[config.mk]
export PLATFORM = sky130hd
export DESIGN_NAME = if_id_fetch_stage_flat
export DESIGN_NICKNAME = d
export VERILOG_FILES = /design/src/rtl/if_id_fetch_stage_if.sv /design/src/rtl/if_id_fetch_stage.sv /design/src/flat_wrapper.sv
export SDC_FILE = /design/constraint.sdc
export NUM_CORES = 1
export LEC_CHECK = 0
export BUFFER_PORTS_ARGS = -buffer_cell sky130_fd_sc_hd__buf_2
export CORE_MARGIN = 2
export CORE_UTILIZATION = 55
export CTS_BUF_LIST = sky130_fd_sc_hd__clkbuf_4
export DETAILED_ROUTE_END_ITERATION = 10
export GPL_TIMING_DRIVEN = 0
export PLACE_DENSITY_LB_ADDON = 0.1
export SKIP_LAST_GASP = 1
export SYNTH_ARGS = -nofsm -noshare
export SYNTH_HDL_FRONTEND = slang
export SYNTH_SLANG_ARGS = --single-unit
[constraint.sdc]
create_clock -name clk -period 6.4 [get_ports clk]
set_input_delay 0.96 -clock clk [delete_from_list [all_inputs] [get_ports clk]]
set_output_delay 0.96 -clock clk [all_outputs]
set_load 0.01 [all_outputs]
[src/rtl/if_id_fetch_stage_if.sv]
// ----------------------------------------------------------------------------
// if_id_fetch_stage_if
// Purpose: bundles the fetch-stage control inputs, the instruction-memory
//          request/response pair and the IF/ID register outputs.
// Signals:
//   stall          fetch <- hazard unit, 0 = hold PC and IF/ID, 1 = advance
//   branch_taken   fetch <- EX, redirect request
//   branch_target  fetch <- EX, redirect PC
//   imem_addr      fetch -> imem, fetch address (= PC)
//   imem_req       fetch -> imem, fetch request valid
//   imem_rdata     fetch <- imem, instruction for imem_addr
//   imem_ready     fetch <- imem, imem_rdata valid
//   pc_2/pc4_2     fetch -> decode, PC and PC+4 of the IF/ID instruction
//   instr_2        fetch -> decode, instruction word
//   valid_2        fetch -> decode, 1 = real instruction, 0 = bubble
//   fetch_fault    fetch -> system, sticky misaligned-target fault
// Modports: master = fetch stage, slave = surrounding pipeline/memory.
// ----------------------------------------------------------------------------
interface if_id_fetch_stage_if #(
   parameter int unsigned XLEN = 32
);
   logic            stall;
   logic            branch_taken;
   logic [XLEN-1:0] branch_target;
   logic [XLEN-1:0] imem_addr;
   logic            imem_req;
   logic [31:0]     imem_rdata;
   logic            imem_ready;
   logic [XLEN-1:0] pc_2;
   logic [XLEN-1:0] pc4_2;
   logic [31:0]     instr_2;
   logic            valid_2;
   logic            fetch_fault;

   modport master (
      input  stall, branch_taken, branch_target, imem_rdata, imem_ready,
      output imem_addr, imem_req, pc_2, pc4_2, instr_2, valid_2, fetch_fault
   );

   modport slave (
      output stall, branch_taken, branch_target, imem_rdata, imem_ready,
      input  imem_addr, imem_req, pc_2, pc4_2, instr_2, valid_2, fetch_fault
   );
endinterface

[src/rtl/if_id_fetch_stage.sv]
// ----------------------------------------------------------------------------
// if_id_fetch_stage
// Purpose: IF stage plus IF/ID pipeline register of a 5-stage RV32I pipeline.
//          Holds the PC, issues instruction fetches, captures returned
//          instructions into IF/ID, and handles load-use stalls (active-low
//          stall), EX-stage branch redirects and misaligned-target faults.
// Ports:
//   clk                clock, all state on posedge
//   rst                asynchronous active-high reset
//   fetch_bus          if_id_fetch_stage_if.master (control, imem, IF/ID)
//   o_perf_stall_cnt   stalled RUN cycles, saturating (FETCH_PERF_CNT_EN only)
//   o_perf_flush_cnt   accepted aligned redirects, saturating
//                      (FETCH_PERF_CNT_EN only)
// Configuration macro: FETCH_PERF_CNT_EN adds the performance counters.
// ----------------------------------------------------------------------------
module if_id_fetch_stage #(
   parameter int unsigned     XLEN        = 32,
   parameter logic [XLEN-1:0] RESET_PC    = '0,
   parameter int unsigned     BOOT_CYCLES = 2,
   parameter logic [31:0]     NOP_INSTR   = 32'h0000_0013
) (
   input  logic                       clk,
   input  logic                       rst,
   if_id_fetch_stage_if.master        fetch_bus
`ifdef FETCH_PERF_CNT_EN
   ,
   output logic [31:0]                o_perf_stall_cnt,
   output logic [31:0]                o_perf_flush_cnt
`endif
);

   typedef enum logic [1:0] {StBoot, StRun, StHalt} state_e;

   state_e          r_state;
   state_e          w_state_next;
   logic [31:0]     r_boot_cnt;
   logic            w_boot_done;

   logic [XLEN-1:0] r_pc,      w_pc_d;
   logic [XLEN-1:0] r_pc_2,    w_pc_2_d;
   logic [XLEN-1:0] r_pc4_2,   w_pc4_2_d;
   logic [31:0]     r_instr_2, w_instr_2_d;
   logic            r_valid_2, w_valid_2_d;
   logic            r_fault,   w_fault_d;

   logic            w_run;
   logic            w_redirect;
   logic            w_misaligned;
   logic            w_redirect_ok;
   logic [XLEN-1:0] w_pc_plus4;
   logic            w_imem_req;

   assign w_run         = (r_state == StRun);
   assign w_redirect    = w_run & fetch_bus.branch_taken;
   assign w_misaligned  = w_redirect & (|fetch_bus.branch_target[1:0]);
   assign w_redirect_ok = w_redirect & ~w_misaligned;
   assign w_pc_plus4    = r_pc + XLEN'(4);  // wraps modulo 2^XLEN by construction
   assign w_boot_done   = (r_boot_cnt == BOOT_CYCLES - 1);

   // ---------------- FSM: state register ----------------
   always_ff @(posedge clk or posedge rst) begin
      if (rst) begin
         r_state    <= StBoot;
         r_boot_cnt <= '0;
      end else begin
         r_state <= w_state_next;
         if (r_state == StBoot) begin
            r_boot_cnt <= r_boot_cnt + 32'd1;
         end
      end
   end

   // ---------------- FSM: next state ----------------
   always_comb begin
      w_state_next = r_state;
      unique case (r_state)
         StBoot:  if (w_boot_done) w_state_next = StRun;
         StRun:   if (w_misaligned) w_state_next = StHalt;
         StHalt:  w_state_next = StHalt;  // only rst leaves HALT
         default: w_state_next = StBoot;
      endcase
   end

   // ---------------- FSM: outputs ----------------
   always_comb begin
      w_imem_req = 1'b0;
      unique case (r_state)
         StRun:   w_imem_req = 1'b1;
         default: w_imem_req = 1'b0;
      endcase
   end

   // ---------------- PC and IF/ID next-state ----------------
   always_comb begin
      w_pc_d      = r_pc;
      w_pc_2_d    = r_pc_2;
      w_pc4_2_d   = r_pc4_2;
      w_instr_2_d = r_instr_2;
      w_valid_2_d = r_valid_2;
      w_fault_d   = r_fault;

      if (w_run) begin
         if (w_misaligned) begin
            w_fault_d   = 1'b1;
            w_pc_2_d    = r_pc;
            w_pc4_2_d   = w_pc_plus4;
            w_instr_2_d = NOP_INSTR;
            w_valid_2_d = 1'b0;
         end else if (w_redirect_ok) begin
            // Wins over a stall: the instruction sitting in ID is wrong-path.
            w_pc_d      = fetch_bus.branch_target;
            w_pc_2_d    = r_pc;
            w_pc4_2_d   = w_pc_plus4;
            w_instr_2_d = NOP_INSTR;
            w_valid_2_d = 1'b0;
         end else if (!fetch_bus.stall) begin
            // Load-use hold: everything keeps its value.
         end else if (!fetch_bus.imem_ready) begin
            w_pc_2_d    = r_pc;
            w_pc4_2_d   = w_pc_plus4;
            w_instr_2_d = NOP_INSTR;
            w_valid_2_d = 1'b0;
         end else begin
            w_pc_2_d    = r_pc;
            w_pc4_2_d   = w_pc_plus4;
            w_instr_2_d = fetch_bus.imem_rdata;
            w_valid_2_d = 1'b1;
            w_pc_d      = w_pc_plus4;
         end
      end else if (r_state == StHalt) begin
         w_instr_2_d = NOP_INSTR;
         w_valid_2_d = 1'b0;
      end
   end

   always_ff @(posedge clk or posedge rst) begin
      if (rst) begin
         r_pc      <= RESET_PC;
         r_pc_2    <= '0;
         r_pc4_2   <= '0;
         r_instr_2 <= NOP_INSTR;
         r_valid_2 <= 1'b0;
         r_fault   <= 1'b0;
      end else begin
         r_pc      <= w_pc_d;
         r_pc_2    <= w_pc_2_d;
         r_pc4_2   <= w_pc4_2_d;
         r_instr_2 <= w_instr_2_d;
         r_valid_2 <= w_valid_2_d;
         r_fault   <= w_fault_d;
      end
   end

   assign fetch_bus.imem_addr   = r_pc;
   assign fetch_bus.imem_req    = w_imem_req;
   assign fetch_bus.pc_2        = r_pc_2;
   assign fetch_bus.pc4_2       = r_pc4_2;
   assign fetch_bus.instr_2     = r_instr_2;
   assign fetch_bus.valid_2     = r_valid_2;
   assign fetch_bus.fetch_fault = r_fault;

`ifdef FETCH_PERF_CNT_EN
   logic [31:0] r_perf_stall_cnt;
   logic [31:0] r_perf_flush_cnt;
   logic        w_stall_evt;

   assign w_stall_evt = w_run & ~fetch_bus.stall & ~fetch_bus.branch_taken;

   always_ff @(posedge clk or posedge rst) begin
      if (rst) begin
         r_perf_stall_cnt <= '0;
         r_perf_flush_cnt <= '0;
      end else begin
         if (w_stall_evt && (r_perf_stall_cnt != 32'hFFFF_FFFF)) begin
            r_perf_stall_cnt <= r_perf_stall_cnt + 32'd1;
         end
         if (w_redirect_ok && (r_perf_flush_cnt != 32'hFFFF_FFFF)) begin
            r_perf_flush_cnt <= r_perf_flush_cnt + 32'd1;
         end
      end
   end

   assign o_perf_stall_cnt = r_perf_stall_cnt;
   assign o_perf_flush_cnt = r_perf_flush_cnt;
`endif

endmodule

[src/flat_wrapper.sv]
// flat-port wrapper written by rule: the top's interface ports become plain ports
module if_id_fetch_stage_flat 
#(
   parameter int unsigned     XLEN        = 32,
   parameter logic [XLEN-1:0] RESET_PC    = '0,
   parameter int unsigned     BOOT_CYCLES = 2,
   parameter logic [31:0]     NOP_INSTR   = 32'h0000_0013
)
  (clk, rst, fetch_bus_stall, fetch_bus_branch_taken, fetch_bus_branch_target, fetch_bus_imem_rdata, fetch_bus_imem_ready, fetch_bus_imem_addr, fetch_bus_imem_req, fetch_bus_pc_2, fetch_bus_pc4_2, fetch_bus_instr_2, fetch_bus_valid_2, fetch_bus_fetch_fault);
  if_id_fetch_stage_if #(.XLEN(XLEN)) fetch_bus_i ();
  input  logic clk;
  input  logic rst;
  input wire logic [$bits(fetch_bus_i.stall)-1:0] fetch_bus_stall;
  input wire logic [$bits(fetch_bus_i.branch_taken)-1:0] fetch_bus_branch_taken;
  input wire logic [$bits(fetch_bus_i.branch_target)-1:0] fetch_bus_branch_target;
  input wire logic [$bits(fetch_bus_i.imem_rdata)-1:0] fetch_bus_imem_rdata;
  input wire logic [$bits(fetch_bus_i.imem_ready)-1:0] fetch_bus_imem_ready;
  output wire logic [$bits(fetch_bus_i.imem_addr)-1:0] fetch_bus_imem_addr;
  output wire logic [$bits(fetch_bus_i.imem_req)-1:0] fetch_bus_imem_req;
  output wire logic [$bits(fetch_bus_i.pc_2)-1:0] fetch_bus_pc_2;
  output wire logic [$bits(fetch_bus_i.pc4_2)-1:0] fetch_bus_pc4_2;
  output wire logic [$bits(fetch_bus_i.instr_2)-1:0] fetch_bus_instr_2;
  output wire logic [$bits(fetch_bus_i.valid_2)-1:0] fetch_bus_valid_2;
  output wire logic [$bits(fetch_bus_i.fetch_fault)-1:0] fetch_bus_fetch_fault;
  assign fetch_bus_i.stall = fetch_bus_stall;
  assign fetch_bus_i.branch_taken = fetch_bus_branch_taken;
  assign fetch_bus_i.branch_target = fetch_bus_branch_target;
  assign fetch_bus_i.imem_rdata = fetch_bus_imem_rdata;
  assign fetch_bus_i.imem_ready = fetch_bus_imem_ready;
  assign fetch_bus_imem_addr = fetch_bus_i.imem_addr;
  assign fetch_bus_imem_req = fetch_bus_i.imem_req;
  assign fetch_bus_pc_2 = fetch_bus_i.pc_2;
  assign fetch_bus_pc4_2 = fetch_bus_i.pc4_2;
  assign fetch_bus_instr_2 = fetch_bus_i.instr_2;
  assign fetch_bus_valid_2 = fetch_bus_i.valid_2;
  assign fetch_bus_fetch_fault = fetch_bus_i.fetch_fault;
  if_id_fetch_stage #(.XLEN(XLEN), .RESET_PC(RESET_PC), .BOOT_CYCLES(BOOT_CYCLES), .NOP_INSTR(NOP_INSTR)) u_core (.clk(clk), .rst(rst), .fetch_bus(fetch_bus_i));
endmodule
==> parameters.txt, run 1 <==
Parameter                              Value

Global route
  Number of global-route vias before repair ... 5866
  Antenna violations before repair ... 0
  Wire length of the first global-routing pass ... 28700 µm
  Overall overflow remaining after global route ... 0
  Pin count of the biggest net entering global routing ... 89
  Global-route usage over all layers ... roughly 25%

Timing
  Slew at the pin closest to its max-slew limit ... 0.735 ns
  Max Transition Viols Final ... 0
  Max Clock Skew ... 0.0142 ns
  RSZ-0062 raised after global routing ... false
  Relative slew slack ... just over 50%
  Share of the clock period used by the worst path after layout ... 40.7%
  Total negative slack ... 0 ns
  Setup Viol. Count Final ... 0
  Fmax ... about 0.38 GHz
  Hold Fails Final Rpt ... 0
  Period minus WS final ... 2.60 ns

Drt
  Iteration count of the initial detailed-routing pass ... 5
  Number of remaining DRC errors ... 0
  Post-route ant nets ... 0
  Sum of routed wire length over all layers ... ~17000 µm
  Post-detailed-route via-to-cell ratio ... about 5.4
  Mean routed wirelength per cell ... roughly 16 µm
  Total number of vias ... 5838
  Number of DRC markers after the initial detailed-route iteration ... 342

Critical path
  CP Capture Type ... flop
  Critical-path maximum fanout ... 10
  CP startpoint kind ... flop
  Worst EP required ... 6.86 ns
  Kind of critical path ... reg2reg
  Critical R2R Launch ... u_core.r_state[1]
  Internal reg-to-reg setup slack ... 3.80 ns
  Data arrival, critical path ... 3.06 ns
  Critical path startpoint ... u_core.r_state[1]

Floorplanning
  Die area ... 0.0144 mm²
  Top-level I/O count ... 200
  FP Rows ... 42
  Initial core utilization ... 56.0%
  Die Ht ... 120 µm
  Core Region ... ~0.013 mm²
  Die X-Extent ... 120 µm

Logic synthesis
  FFs w/ async S/R, synth ... between 90% and 100%
  Xor-xnor portion of the synthesized cell area ... 10.3%
  Post-Synthesis Cells ... about 670
  Post-synth EDFFs ... 0
  Primary flip-flop cell chosen by synthesis mapping ... dfrtp_1
  Adder-cell area share of the yosys netlist ... 0.847%
  Combinational family with the most area after synthesis ... simple AND/OR/NAND/NOR gates
  Post-synthesis mux area share ... 5.16%
  Distinct cell type count after synthesis ... 58
  Share of synthesized area occupied by flip-flops and latches ... between 50% and 60%
  Fraction of the mapped netlist area in compound gates ... 9.11%
  Simple-Gate Fraction of Synth Area ... 16.5%
  Post-Synthesis Cell Area ... 0.00739 mm²
  Number of flip-flops and latches in the synthesized netlist ... approximately 160
  Syn nets ... 743
  Synth warnings ... 0
  Average size of a mapped cell ... 11.0 µm²

Pwr
  Worst vdd rail ir drop ... 0.147 mV
  Clock power frac ... 20.4%
  Net switching fraction of the power ... a little over a third
  Sequential group share of total power ... 48.2%
  Sw power ... 1100 µW
  Overall power ... about 3100 µW
  Share of power burned in combinational logic ... 31.4%
  Pwr dens ... 342 mW/mm²
  Internal portion of total power ... between 1500 and 2000 µW
  Leakage power figure ... roughly 0.0044 µW

Final layout
  Fill cell total of the finished layout ... approximately 1100
  Count of placed standard cells in the final layout, fillers left out ... 1077
  Most common library cell in the layout ignoring fill and taps ... buf_2
  Net count reported at finish ... 962
  Most frequent cells in the layout ... buf_2 (207), dfrtp_1 (159), nand2_1 (89)
  Diodes inserted ... 0
  Synthesis-to-layout area growth ... 20.9%
  Share of post-route cells with drive strength above 1 ... between 30% and 40%

CTS
  TritonCTS clock tree ... done
  Maximum count of clock buffers along a single path ... 2
  Clock latency on the worst-skew pair ... approximately 0.55 ns
  Clock buffer count from CTS ... 17
  Clock transition at the registers of the reported paths ... ~0.13 ns
  CTS resizes ... 0
  CTS root buffer ... clkbuf_4
  Post-CTS Hold Buffers ... 0
  # Post-CTS Setup Buffers ... 0
  CTS H-Tree Depth ... 4
  Clk sinks ... 162

Worst hold path
  Worst min-delay path startpoint ... u_core.fetch_bus.pc4_2[19]
  Min-Delay Path Class ... reg2reg

Placement
  DPL Wire Length ... 13100 µm
  Number of placed cells counting well taps ... approximately 1000
  Weighted congestion reported at the end of routability-driven placement ... about 0.81
  Port-buffer cells ... 199

Job
  Number of maximum-capacitance constraint violations ... 0

Outcome
  Outcome ... finished clean
## power by group through the flow
stage	registers [µW]	clock network (µW)	logic, µW
finish	1470	625	960
global placement	1480	0	940
global route	1510	682	1070
detailed placement	1500	0	971
CTS	1470	641	973
floorplan	1570	0	481
## through the flow
step | setup slack, ns | utilization (%) | instance area (µm²) | hold slack (ns)
detailed placement | 3.38 | 65.5 | 8640 | 0.466
finish | 3.80 | 67.7 | 8930 | 0.490
floorplan | 1.07 | - | 7390 | 0.447
global placement | -0.580 | 65.2 | 8610 | 0.447
global route | 3.59 | 67.7 | 8930 | 0.516
CTS | 3.82 | 67.7 | 8930 | 0.492
## per-layer routing
layer | vias to the layer above | routed length (µm) | GRT usage, %
li1 | 2771 | - | -
met1 | 2845 | 7380 | 31.8
met2 | 201 | 8840 | 43.1
met3 | 21 | 934 | 5.42
met4 | 0 | 285 | 9.04
met5 | - | 0 | 0
## worst max-delay path: stages (launching register included)
cell	delay (ns)
dfrtp_1	0.40
inv_1	0.08
ha_1	0.33
nor4bb_1	0.61
buf_2	0.32
nor2_1	0.21
a22oi_1	0.20
o41ai_1	0.12
a31o_2	0.24
## synthesized netlist by cell type, types with 2 or more instances
library cell / instances / area, µm²
a21oi_1: 3 / 15.0
a22o_1: 30 / 263
a22oi_1: 2 / 15.0
and2_1: 6 / 37.5
and3_1: 9 / 56.3
buf_1: 2 / 7.51
buf_2: 8 / 40.0
buf_4: 4 / 30.0
clkbuf_1: 28 / 105
clkbuf_2: 2 / 10.0
dfrtp_1: 159 / 3980
dfstp_2: 3 / 78.8
ha_1: 5 / 62.6
inv_1: 9 / 33.8
mux2_2: 33 / 372
nand2_1: 89 / 334
nand2b_1: 2 / 12.5
nand2b_4: 3 / 41.3
nand3_1: 35 / 175
nand3_2: 2 / 20.0
nand4_1: 21 / 131
nand4_2: 3 / 37.5
nor2_1: 20 / 75.1
nor3_1: 8 / 40.0
nor3_2: 2 / 20.0
nor4_1: 8 / 50.1
nor4_4: 2 / 42.5
o211ai_1: 2 / 15.0
o21ai_0: 57 / 285
o22a_1: 3 / 26.3
xnor2_1: 37 / 324
xnor2_2: 3 / 48.8
xor2_1: 44 / 385
## worst paths after layout
| check | to | depth (start not counted) |
|---|---|---|
| max | u_core.fetch_bus.imem_addr[11] | 8 |
| min | u_core.fetch_bus.pc4_2[19] | 2 |
| max reg2reg | u_core.fetch_bus.imem_addr[11] | 8 |
| min reg2reg | u_core.fetch_bus.pc4_2[19] | 2 |
| max in group asynchronous | u_core.fetch_bus.imem_addr[1] | 3 |
| min in group asynchronous | u_core.fetch_bus.pc_2[2] | 2 |
## state kept, by name (all words and copies together) (netlist names)
name                          cells
u_core.fetch_bus.imem_addr       32
u_core.fetch_bus.instr_2         32
u_core.fetch_bus.pc4_2           32
u_core.r_boot_cnt                32
u_core.fetch_bus.pc_2            30
u_core.r_state                    2
u_core.fetch_bus.fetch_fault      1
u_core.fetch_bus.valid_2          1
## cells by family (layout without fill, tap and decap cells)
group	Yosys count	in the layout
and+or+nand+nor	226	226
DFF	162	162
AOI/OAI and AO/OA	104	104
xor gates and xnor gates	84	84
buffers and inverters	54	286
muxes	34	34
adders and majority gates	5	5
## final cells by class
| class | instances | area (µm²) | share of cell area (%) |
|---|---|---|---|
| flip-flops and latches | 162 | 4060 | 45.4 |
| clock buffers | 17 | 128 | 1.43 |
| repair buffers | 200 | 1020 | 11.5 |
| plain buffers | 45 | 204 | 2.28 |
| multi-input cells | 453 | 3090 | 34.6 |
| well taps | 176 | 220 | 2.47 |
| clock inverters | 15 | 166 | 1.86 |
| inverters | 9 | 38.8 | 0.434 |
No activity file was read; power rests on OpenSTA's default activity.
==> inputs of run 2 (changes only) <==
--- a/config.mk
+++ b/config.mk
@@ -5,6 +5,7 @@
 export SDC_FILE = /design/constraint.sdc
 export NUM_CORES = 1
 export LEC_CHECK = 0
+export ABC_AREA = 1
 export BUFFER_PORTS_ARGS = -buffer_cell sky130_fd_sc_hd__buf_2
 export CORE_MARGIN = 2
 export CORE_UTILIZATION = 55
==> constraint.sdc (replaced) <==
create_clock -name clk -period 2.4 [get_ports clk]
set_input_delay 0.36 -clock clk [delete_from_list [all_inputs] [get_ports clk]]
set_output_delay 0.36 -clock clk [all_outputs]
set_load 0.01 [all_outputs]
==> parameters.txt, run 2 <==
Parameter                              Value

Final layout
  Most common library cell in the layout ignoring fill and taps ... nand2_1 (was buf_2)
  Multi-input gate area in the final layout ... 0.00322 mm² (was 0.00309 mm²)
  Sequential cell area in the final layout ... 0.00406 mm² (unchanged)
  Most frequent cells in the layout ... nand2_1 (344), buf_2 (211), dfrtp_1 (159) (was buf_2 (207), dfrtp_1 (159), nand2_1 (89))
  Fill cell total of the finished layout ... 1205 (was 1052)
  Final standard cell area without fillers ... 0.00962 mm² (was 0.00893 mm²)
  Synthesis-to-layout area growth ... 22.6% (was 20.9%)
  Net count reported at finish ... 1341 (was 962)
  Share of post-route cells with drive strength above 1 ... 20.2% (was 33.7%)
  Post-layout util ... 69.3% (was 67.7%)

Pwr
  Worst vdd rail ir drop ... 0.511 mV (was 0.147 mV)
  Internal portion of total power ... 5660 µW (was 1950 µW)
  Sw power ... 3790 µW (was 1100 µW)
  Pwr dens ... 983 mW/mm² (was 342 mW/mm²)
  Net switching fraction of the power ... 40.1% (was 36.1%)
  Clock power frac ... 18.8% (was 20.4%)
  Sequential group share of total power ... 45.0% (was 48.2%)
  Share of power burned in combinational logic ... 36.2% (was 31.4%)
  Leakage power figure ... 0.00530 µW (was 0.00443 µW)

Logic synthesis
  Post-synth EDFFs ... 0 (unchanged)
  Combinational family with the most area after synthesis ... simple AND/OR/NAND/NOR gates (unchanged)
  Post-synthesis mux area share ... 0% (was 5.16%)
  List of most frequent post-synthesis cells ... nand2_1 (344), dfrtp_1 (159), nor2_1 (158) (was dfrtp_1 (159), nand2_1 (89), o21ai_0 (57))
  FFs w/ async S/R, synth ... 100% (unchanged)
  Cell type with the highest aggregate area in the netlist ... dfrtp_1 (unchanged)
  Primary flip-flop cell chosen by synthesis mapping ... dfrtp_1 (unchanged)
  Post-Synthesis Cells ... 1029 (was 669)
  Fraction of the mapped netlist area in compound gates ... 7.18% (was 9.11%)
  Distinct cell type count after synthesis ... 30 (was 58)
  Average size of a mapped cell ... 7.62 µm² (was 11.0 µm²)
  Cells taking the most area after synthesis ... dfrtp_1 (51%), nand2_1 (16%), nor2_1 (7.6%) (was dfrtp_1 (54%), xor2_1 (5.2%), mux2_2 (5.0%))
  Syn nets ... 1103 (was 743)
  Simple-Gate Fraction of Synth Area ... 29.7% (was 16.5%)
  Leading cell type by number of instances after synthesis ... nand2_1 (was dfrtp_1)
  Area share of the largest cell type after synthesis ... 50.7% (was 53.8%)
  Synth warnings ... 0 (unchanged)
  Post-Synthesis Cell Area ... 0.00784 mm² (was 0.00739 mm²)
  Xor-xnor portion of the synthesized cell area ... 3.46% (was 10.3%)
  Adder-cell area share of the yosys netlist ... 0.798% (was 0.847%)
  Number of flip-flops and latches in the synthesized netlist ... 162 (unchanged)
  Share of synthesized area occupied by flip-flops and latches ... 51.7% (was 54.9%)

CTS
  Maximum count of clock buffers along a single path ... 2 (unchanged)
  CTS H-Tree Depth ... 4 (unchanged)
  CTS root buffer ... clkbuf_4 (unchanged)
  Clk sinks ... 162 (unchanged)
  Clock buffer count from CTS ... 17 (unchanged)
  Clock latency on the worst-skew pair ... 0.57 ns (was 0.55 ns)
  TritonCTS clock tree ... done (unchanged)
  CTS resizes ... 0 (unchanged)
  Clock transition at the registers of the reported paths ... 0.12 ns (was 0.13 ns)

Placement
  Port-buffer cells ... 199 (unchanged)
  Area of placed instances ... 0.00915 mm² (was 0.00864 mm²)
  DPL Wire Length ... 16400 µm (was 13100 µm)
  Weighted congestion reported at the end of routability-driven placement ... 0.947 (was 0.814)

Floorplanning
  Die area ... 0.0152 mm² (was 0.0144 mm²)
  Top-level I/O count ... 200 (unchanged)
  Die X-Extent ... 123 µm (was 120 µm)
  Initial core utilization ... 56.5% (was 56.0%)
  FP Rows ... 43 (was 42)
  Core Region ... 0.0139 mm² (was 0.0132 mm²)
  Die Ht ... 123 µm (was 120 µm)

Critical path
  Cells traversed along the worst timing path ... inv_1 > ha_1 > nand2_1 > inv_1 > nor2_1 > nor3_2 > buf_2 > o211ai_1 > o21ai_0 (was inv_1 > ha_1 > nor4bb_1 > buf_2 > nor2_1 > a22oi_1 > o41ai_1 > a31o_2)
  Critical R2R Launch ... u_core.r_state[1] (unchanged)
  Kind of critical path ... reg2reg (unchanged)
  Data arrival, critical path ... 2.65 ns (was 3.06 ns)
  Critical-path maximum fanout ... 10 (unchanged)
  Count of buffering cells on the critical path with inverters included ... 3 (was 2)
  Dominant delay contributor by cell family on the critical path ... simple AND/OR/NAND/NOR gates (unchanged)
  Most numerous cell on the critical path ... inv_1
  Internal reg-to-reg setup slack ... 0.23 ns (was 3.80 ns)
  CP Capture Type ... flop (unchanged)
  Worst EP required ... 2.88 ns (was 6.86 ns)
  Critical path's slowest cell ... nor3_2 (was nor4bb_1)
  Logic depth of the worst register-to-register path ... 9 (was 8)
  CP startpoint kind ... flop (unchanged)
  Delay of the slowest critical-path stage ... 0.49 ns (was 0.61 ns)
  Reg2reg end ... u_core.fetch_bus.imem_addr[2] (was u_core.fetch_bus.imem_addr[11])

Timing
  Relative slew slack ... 56.4% (was 50.8%)
  RSZ-0062 raised after global routing ... false (unchanged)
  Worst Hold Margin ... 0.0373 ns (was 0.490 ns)
  Fmax ... 0.461 GHz (was 0.384 GHz)
  Hold Fails Final Rpt ... 0 (unchanged)
  Total negative slack ... 0 ns (unchanged)
  Max Transition Viols Final ... 0 (unchanged)
  Share of the clock period used by the worst path after layout ... 90.3% (was 40.7%)
  Slew at the pin closest to its max-slew limit ... 0.655 ns (was 0.735 ns)
  Setup Viol. Count Final ... 0 (unchanged)
  Period minus WS final ... 2.17 ns (was 2.60 ns)
  Max Clock Skew ... 0.0188 ns (was 0.0142 ns)

Worst hold path
  Min-Delay Path Class ... in2reg (was reg2reg)
  Worst min-delay path startpoint ... fetch_bus_imem_rdata[28] (was u_core.fetch_bus.pc4_2[19])
  Hold path cells ... 3 (was 2)
  Worst-case hold path end point ... u_core.fetch_bus.instr_2[28] (was u_core.fetch_bus.pc4_2[19])

Drt
  Number of DRC markers after the initial detailed-route iteration ... 693 (was 342)
  Number of remaining DRC errors ... 0 (unchanged)
  Post-route ant nets ... 0 (unchanged)
  Iteration count of the initial detailed-routing pass ... 8 (was 5)
  Mean routed wirelength per cell ... 14.9 µm (was 16.2 µm)
  Post-detailed-route via-to-cell ratio ... 5.14 (was 5.42)
  Total number of vias ... 7502 (was 5838)
  Sum of routed wire length over all layers ... 21700 µm (was 17400 µm)

Global route
  Pin count of the biggest net entering global routing ... 44 (was 89)
  Number of global-route vias before repair ... 6751 (was 5866)
  Overall overflow remaining after global route ... 0 (unchanged)
  Global-route usage over all layers ... 28.9% (was 25.3%)
  Antenna violations before repair ... 1 (was 0)
  Wire length of the first global-routing pass ... 33400 µm (was 28700 µm)

Outcome
  Outcome ... finished clean (unchanged)

Job
  Number of maximum-capacitance constraint violations ... 0 (unchanged)
[run 2: changes by cell type after synthesis, moves of 12 or more]
cell,change
mux2_2,-33
nor2_1,+138
inv_1,+96
xor2_1,-22
xnor2_1,-28
a22o_1,-30
o21ai_0,+28
nand3_1,+24
clkbuf_1,-12
nand2_1,+255
[run 2: worst max path at each step]
| stage | end | slack (ns) | startpoint | depth (start not counted) |
|---|---|---|---|---|
| 2_1_floorplan | u_core.fetch_bus.fetch_fault | -0.01 | rst | 1 |
| 3_3_place_gp | u_core.fetch_bus.instr_2[17] | -1.05 | rst | 2 |
| 3_5_place_dp | u_core.fetch_bus.imem_addr[22] | 0.26 | u_core.r_state[1] | 12 |
| 4_1_cts | u_core.fetch_bus.imem_addr[22] | 0.25 | u_core.r_state[1] | 12 |
| 5_1_grt | u_core.fetch_bus.instr_2[15] | 0.04 | u_core.r_state[1] | 9 |
| 6_report | u_core.fetch_bus.imem_addr[2] | 0.23 | u_core.r_state[1] | 9 |
[run 2: kinds of logic (layout without fill, tap and decap cells)]
kind of cell               after synthesis  count (layout)
and+or+nand+nor                        585             585
buffers and inverters                  141             391
xor gates and xnor gates                31              31
other                                    0               1
AOI/OAI and AO/OA                      105             105
adders and majority gates                5               5
DFF                                    162             162
[run 2: worst reg2reg max path: cells and delay by family, from the launching register on]
kind                     cells  cell delay [ns]
AND/OR/NAND/NOR              3             0.68
flip-flops                   1             0.40
buffers and inverters        3             0.57
adder cells (fa/ha/maj)      1             0.22
AO/OA/AOI/OAI                2             0.22
[run 2: metal layers]
metal	track usage (%)	up-vias	part of all wire [%]
li1	-	3666	-
met1	41.9	3454	45
met2	42.2	343	44
met3	7.75	39	9.0
met4	9.87	0	2.3
met5	0	-	0
[run 2: area by class of cell]
class,count,share of cell area (%)
flip-flops and latches,162,42.2
clock inverters,12,1.72
plain buffers,34,1.64
multi-input cells,726,33.5
inverters,107,4.22
repair buffers,219,12.9
clock buffers,19,1.48
well taps,180,2.34
diodes,1,0.0260
[run 2: through the flow]
step | std cells | worst slack, ns | power, µW
CTS | 1459 | 0.250 | 9460
finish | 1460 | 0.233 | 9450
floorplan | 1029 | -0.0144 | 6180
global route | 1460 | 0.0426 | 10100
global placement | 1408 | -1.05 | 7590
detailed placement | 1412 | 0.264 | 7680
[run 2: power by group through the flow]
stage	clock (µW)	sequential, µW	combinational [µW]
2_1_floorplan	0	4470	1710
3_3_place_gp	0	4270	3320
3_5_place_dp	0	4280	3400
4_1_cts	1790	4230	3430
5_1_grt	1900	4340	3850
6_report	1780	4250	3420
[run 2: what timing repair did]
| item | CTS | global route |
|---|---|---|
| hold buffers | 16 | 0 |
| buffers inserted | 0 | 0 |
| endpoints found under the setup margin | 0 | 0 |
| hold endpoints to repair | 38 | 0 |
